$ cat src/rtl/vga_pkg.sv
`default_nettype none
// ============================================================================
//  Module   : vga_pkg
//  Purpose  : 640x480@60 timing constants and sync-polarity helper shared by
//             the VGA timing generator and its pixel divider.
//  Revision : 1.0 - initial release
// ============================================================================
package vga_pkg;

   // Horizontal timing in pixels
   localparam int H_DISP  = 640;
   localparam int H_FP    = 16;
   localparam int H_SYNC  = 96;
   localparam int H_BP    = 48;

   // Vertical timing in lines
   localparam int V_DISP  = 480;
   localparam int V_FP    = 10;
   localparam int V_SYNC  = 2;
   localparam int V_BP    = 33;

   // 25 MHz pixel rate from a 100 MHz system clock
   localparam int PIX_DIV = 4;
   localparam int COORD_W = 10;

   // Converts "inside sync window" into the electrical pin level
   function automatic logic sync_level(input logic active, input logic pol);
      return active ? pol : ~pol;
   endfunction

endpackage
`default_nettype wire

$ cat src/rtl/pix_tick_div.sv
`default_nettype none
// ============================================================================
//  Module   : pix_tick_div
//  Purpose  : Divides the system clock into a one-clk pixel enable strobe.
//             The phase counter only advances while en is high.
//  Revision : 1.0 - initial release
// ============================================================================
module pix_tick_div #(
   parameter int DIV = 4
) (
   input  logic clk,
   input  logic reset,
   input  logic en,
   output logic tick
);

   localparam int              CNT_W = (DIV > 1) ? $clog2(DIV) : 1;
   localparam logic [CNT_W-1:0] LAST = CNT_W'(DIV - 1);

   logic [CNT_W-1:0] count;

   // Phase counter 0..DIV-1, frozen while en is low
   always_ff @(posedge clk or negedge reset) begin
      if (!reset) begin
         count <= '0;
      end else if (en) begin
         count <= (count == LAST) ? '0 : count + CNT_W'(1);
      end
   end

   // Gated by reset so DIV=1 cannot strobe while held in reset
   assign tick = en & reset & (count == LAST);

endmodule
`default_nettype wire

$ cat src/rtl/vga_timing_gen.sv
`default_nettype none
// ============================================================================
//  Module   : vga_timing_gen
//  Purpose  : Parameterised VGA raster timing: pixel strobe, h/v counters,
//             registered syncs, active-video flag and line/frame strobes.
//  Revision : 1.0 - initial release
// ============================================================================
module vga_timing_gen import vga_pkg::*; #(
   parameter int HD   = H_DISP,
   parameter int HFP  = H_FP,
   parameter int HSW  = H_SYNC,
   parameter int HBP  = H_BP,
   parameter int VD   = V_DISP,
   parameter int VFP  = V_FP,
   parameter int VSW  = V_SYNC,
   parameter int VBP  = V_BP,
   parameter bit HPOL = 1'b0,
   parameter bit VPOL = 1'b0,
   parameter int DIV  = PIX_DIV,
   parameter int CW   = COORD_W
) (
   input  logic          clk,
   input  logic          reset,
   input  logic          en,
   output logic          hsync,
   output logic          vsync,
   output logic          video_on,
   output logic          p_tick,
   output logic [CW-1:0] pixel_x,
   output logic [CW-1:0] pixel_y,
   output logic          line_start,
   output logic          frame_start
);

   localparam int HTOT = HD + HFP + HSW + HBP;
   localparam int VTOT = VD + VFP + VSW + VBP;

   localparam logic [CW-1:0] H_LAST   = CW'(HTOT - 1);
   localparam logic [CW-1:0] V_LAST   = CW'(VTOT - 1);
   localparam logic [CW-1:0] H_ACT    = CW'(HD);
   localparam logic [CW-1:0] V_ACT    = CW'(VD);
   localparam logic [CW-1:0] HS_FIRST = CW'(HD + HFP);
   localparam logic [CW-1:0] HS_LAST  = CW'(HD + HFP + HSW - 1);
   localparam logic [CW-1:0] VS_FIRST = CW'(VD + VFP);
   localparam logic [CW-1:0] VS_LAST  = CW'(VD + VFP + VSW - 1);

   logic [CW-1:0] h_count;
   logic [CW-1:0] v_count;
   logic          h_in_sync;
   logic          v_in_sync;

   pix_tick_div #(
      .DIV (DIV)
   ) u_div (
      .clk   (clk),
      .reset (reset),
      .en    (en),
      .tick  (p_tick)
   );

   // Raster position: h steps per pixel, v steps at the end of each line
   always_ff @(posedge clk or negedge reset) begin
      if (!reset) begin
         h_count <= '0;
         v_count <= '0;
      end else if (p_tick) begin
         if (h_count == H_LAST) begin
            h_count <= '0;
            v_count <= (v_count == V_LAST) ? '0 : v_count + CW'(1);
         end else begin
            h_count <= h_count + CW'(1);
         end
      end
   end

   assign h_in_sync = (h_count >= HS_FIRST) && (h_count <= HS_LAST);
   assign v_in_sync = (v_count >= VS_FIRST) && (v_count <= VS_LAST);

   // Syncs trail the counters by one clk and freeze with them when en is low
   always_ff @(posedge clk or negedge reset) begin
      if (!reset) begin
         hsync <= ~HPOL;
         vsync <= ~VPOL;
      end else if (en) begin
         hsync <= sync_level(h_in_sync, HPOL);
         vsync <= sync_level(v_in_sync, VPOL);
      end
   end

   assign pixel_x     = h_count;
   assign pixel_y     = v_count;
   assign video_on    = (h_count < H_ACT) && (v_count < V_ACT);
   assign line_start  = p_tick && (h_count == '0);
   assign frame_start = p_tick && (h_count == '0) && (v_count == '0);

endmodule
`default_nettype wire

$ cat config.mk
export PLATFORM = sky130hd
export DESIGN_NAME = vga_timing_gen
export DESIGN_NICKNAME = d
export VERILOG_FILES = /design/src/rtl/vga_pkg.sv /design/src/rtl/pix_tick_div.sv /design/src/rtl/vga_timing_gen.sv
export SDC_FILE = /design/constraint.sdc
export NUM_CORES = 1
export LEC_CHECK = 0
export CORE_ASPECT_RATIO = 0.6
export CORE_MARGIN = 2
export CORE_UTILIZATION = 40
export CTS_CLUSTER_SIZE = 30
export DETAILED_ROUTE_END_ITERATION = 10
export PLACE_DENSITY = 0.66
export SLEW_MARGIN = 0
export SYNTH_ARGS = -nofsm -noshare
export SYNTH_HDL_FRONTEND = slang
export SYNTH_SLANG_ARGS = --single-unit
$ cat constraint.sdc
create_clock -name clk -period 5.1 [get_ports clk]
set_clock_uncertainty 0.05 [all_clocks]
set_input_delay 0.765 -clock clk [delete_from_list [all_inputs] [get_ports clk]]
set_output_delay 0.765 -clock clk [all_outputs]
set_load 0.02 [all_outputs]
==> run metrics <==
status=completed; Max Buffers Root-to-Sink=2; first-pass GRT wire length=4600 um; Synth Cell Area=1310 um^2; Initial DRC Count=81; # fillers=between 200 and 300; area of the multi-input gates=649 um^2; ordered list of cells on the worst path=clkdlybuf4s50_1 -> nand3_1 -> clkinv_1 -> nand2_1 -> nor4b_1 -> and4_1 -> clkdlybuf4s50_1; Sequential Power Share=48.9%; CTS sink count=24; syn nets=143; DIE AREA=3750 um^2; type of origin of the critical path=input port; final worst slack=1.08 ns; setup total negative slack=0 ns; antenna violations before repair=0; Fmax achieved=approximately 250 MHz; clock power share=approximately a quarter; total grt overflow=0; Mean Syn Cell Area=9.74 um^2; register bit count reported by yosys=24; nets@finish=174; Post-synth EDFFs=0; Synth-to-Final Area Change=29.1%; GP Congestion=0.887; commonest non-fill, non-tap cells in the layout=28 x clkdlybuf4s50_1, 22 x dfrtp_1, 13 x nand2_1, 11 x o21ai_0, 9 x nand3_1; Sequential Area=603 um^2; Synth Warn #=0; Tot GR Track Use=16.5%; Remaining DRCs=0; Period minus WS final=4.02 ns; VDD IR max=0.000145 V; Most used DFF post-synth=dfrtp_1; Lkg Pwr=0.691 nW; Resized cells post-CTS=0; Vias=1122; worst skew pair latency=0.27 ns; Post-Synthesis Cells=134; effective utilization at floorplan=41.0%; WL/cell=between 10 and 15 um; Net Sw Frac=around 30%; largest net degree at the start of global routing=25; Final Util=52.9%; Pwr Density=296 nW/um^2; CP endpoint kind=primary output; I/O pins=29; Post-synth ARST share=100%; max_slew headroom=between 40 and 50%; Max Slew Vio Count=0; combinational fraction of design power=25.7%; buffer and inverter count on the worst path=3; DRT Wirelength=2980 um; Int Power=0.000347 W; Final setup violation count=0; Seq/Total Area, Yosys=46.2%; CP top delay family=buffers and inverters; # Post-CTS Setup Buffers=0; Critical Path Slowest Stage Cell=clkdlybuf4s50_1; DRT Pass-1 Iters=6; P_sw=around 0.00015 W; DIE WIDTH=77.7 um; max-cap violation count=0; htree depth=1; period utilization=78.9%; Worst-Margin Slew=roughly 0.8 ns; share of layout cells above drive strength 1=7.93%; final hold violations=0; CP dominant cell by count=clkdlybuf4s50_1; port bufs=28; number of distinct library cells after synthesis=37; root buffer cell=clkbuf_8; worst reg2reg setup slack=2.68 ns; Vias/cell=between 5 and 6; CP arrival=~3.2 ns; Critical Path RT=4.28 ns; CTS tree=done; die extent in y=48.2 um; WS Path Type=in -> out; pre-CTS WS=~1.0 ns; cell row count=16; commonest non-fill, non-tap cell in the layout=clkdlybuf4s50_1; RSZ-0062 raised after global routing=false; clock buffer count from CTS=3; Post-DRT Antenna Nets=0; number of global-route vias before repair=940; Hold Path Class=reg -> reg; ant diodes=0; # hold bufs at CTS=0; core area=3180 um^2; max incr delay on CP=0.65 ns; clock-pin slew on the worst setup and hold paths=0.08 ns; CP Max Fanout=9; DPL Wire Length=2300 um
-- cells in the mapped netlist, types with 2 or more instances --
library cell | instances | area (um^2)
ha_1 | 6 | 75.1
xor2_1 | 6 | 52.6
inv_1 | 8 | 30.0
and3_1 | 4 | 25.0
clkbuf_1 | 2 | 7.51
nor2_1 | 8 | 30.0
a21oi_1 | 3 | 15.0
mux2i_1 | 3 | 30.0
nand4_1 | 3 | 18.8
o31ai_1 | 3 | 22.5
mux2_2 | 2 | 22.5
dfrtp_1 | 22 | 551
dfstp_2 | 2 | 52.6
nand2_1 | 13 | 48.8
nand3_1 | 9 | 45.0
nor4b_1 | 2 | 17.5
or3_1 | 2 | 12.5
nor3_1 | 5 | 25.0
o21ai_0 | 11 | 55.1
and4_1 | 3 | 26.3
-- path summary, 6_finish.rpt --
path                            cells after the start       start     endpoint
worst max register to register                      4  pixel_x[7]   pixel_y[0]
worst max-delay path                                7          en  frame_start
min in group asynchronous                           2       reset   pixel_x[8]
worst min-delay path                                2       vsync        vsync
worst min register to register                      2       vsync        vsync
max in group asynchronous                           2       reset        hsync
-- power by group through the flow --
stage / Clock (W) / Sequential [W] / Combinational (W)
3_3_place_gp: 0 / 0.000246 / 0.000125
4_1_cts: 0.000131 / 0.000244 / 0.000130
6_report: 0.000127 / 0.000244 / 0.000128
2_1_floorplan: 0 / 0.000260 / 0.0000553
3_5_place_dp: 0 / 0.000248 / 0.000130
5_1_grt: 0.000138 / 0.000250 / 0.000142
-- worst min-delay path: cells and delay by family, from the launching register on --
kind | cells | cell delay, ns
flip-flops | 1 | 0.38
AO/OA/AOI/OAI | 1 | 0.04
AND/OR/NAND/NOR | 1 | 0.08
-- cells by family (layout without fill, tap and decap cells) --
kind of cell	after synthesis	after routing	synth area share [%]
simple gates	57	57	24.6
compound gates	23	23	10.6
buf+inv	12	42	4.03
xor+xnor	7	7	4.70
flops	24	24	46.2
fa+ha+maj	6	6	5.75
mux	5	5	4.03
-- area by class of cell --
class                   count  area share, %
clock buffers               4           3.27
repair buffers             29           17.1
multi-input cells          98           38.5
well taps                  45           3.34
inverters                   9           2.00
flip-flops and latches     24           35.8
-- metrics by stage --
stage / total power [W] / hold WS (ns) / std cells / instance area, um^2
6_report: 0.000499 / 0.442 / 209 / 1690
5_1_grt: 0.000530 / 0.462 / 209 / 1690
4_1_cts: 0.000505 / 0.449 / 209 / 1690
3_5_place_dp: 0.000378 / 0.434 / 205 / 1630
3_3_place_gp: 0.000370 / 0.431 / 205 / 1630
2_1_floorplan: 0.000315 / 0.419 / 134 / 1310
-- per-layer routing --
layer / track usage [%] / wire length (um) / up-vias
met3: 5.00 / 224 / 0
li1: - / - / 539
met5: 0 / 0 / -
met4: 2.50 / 0 / 0
met1: 23.8 / 1450 / 545
met2: 25.2 / 1310 / 38
-- state kept, by name, indices dropped and copies added (netlist names) --
register,cells
u_div.count,2
pixel_y,10
vsync,1
pixel_x,10
hsync,1
Note: power is estimated with default switching activity, not from simulation.
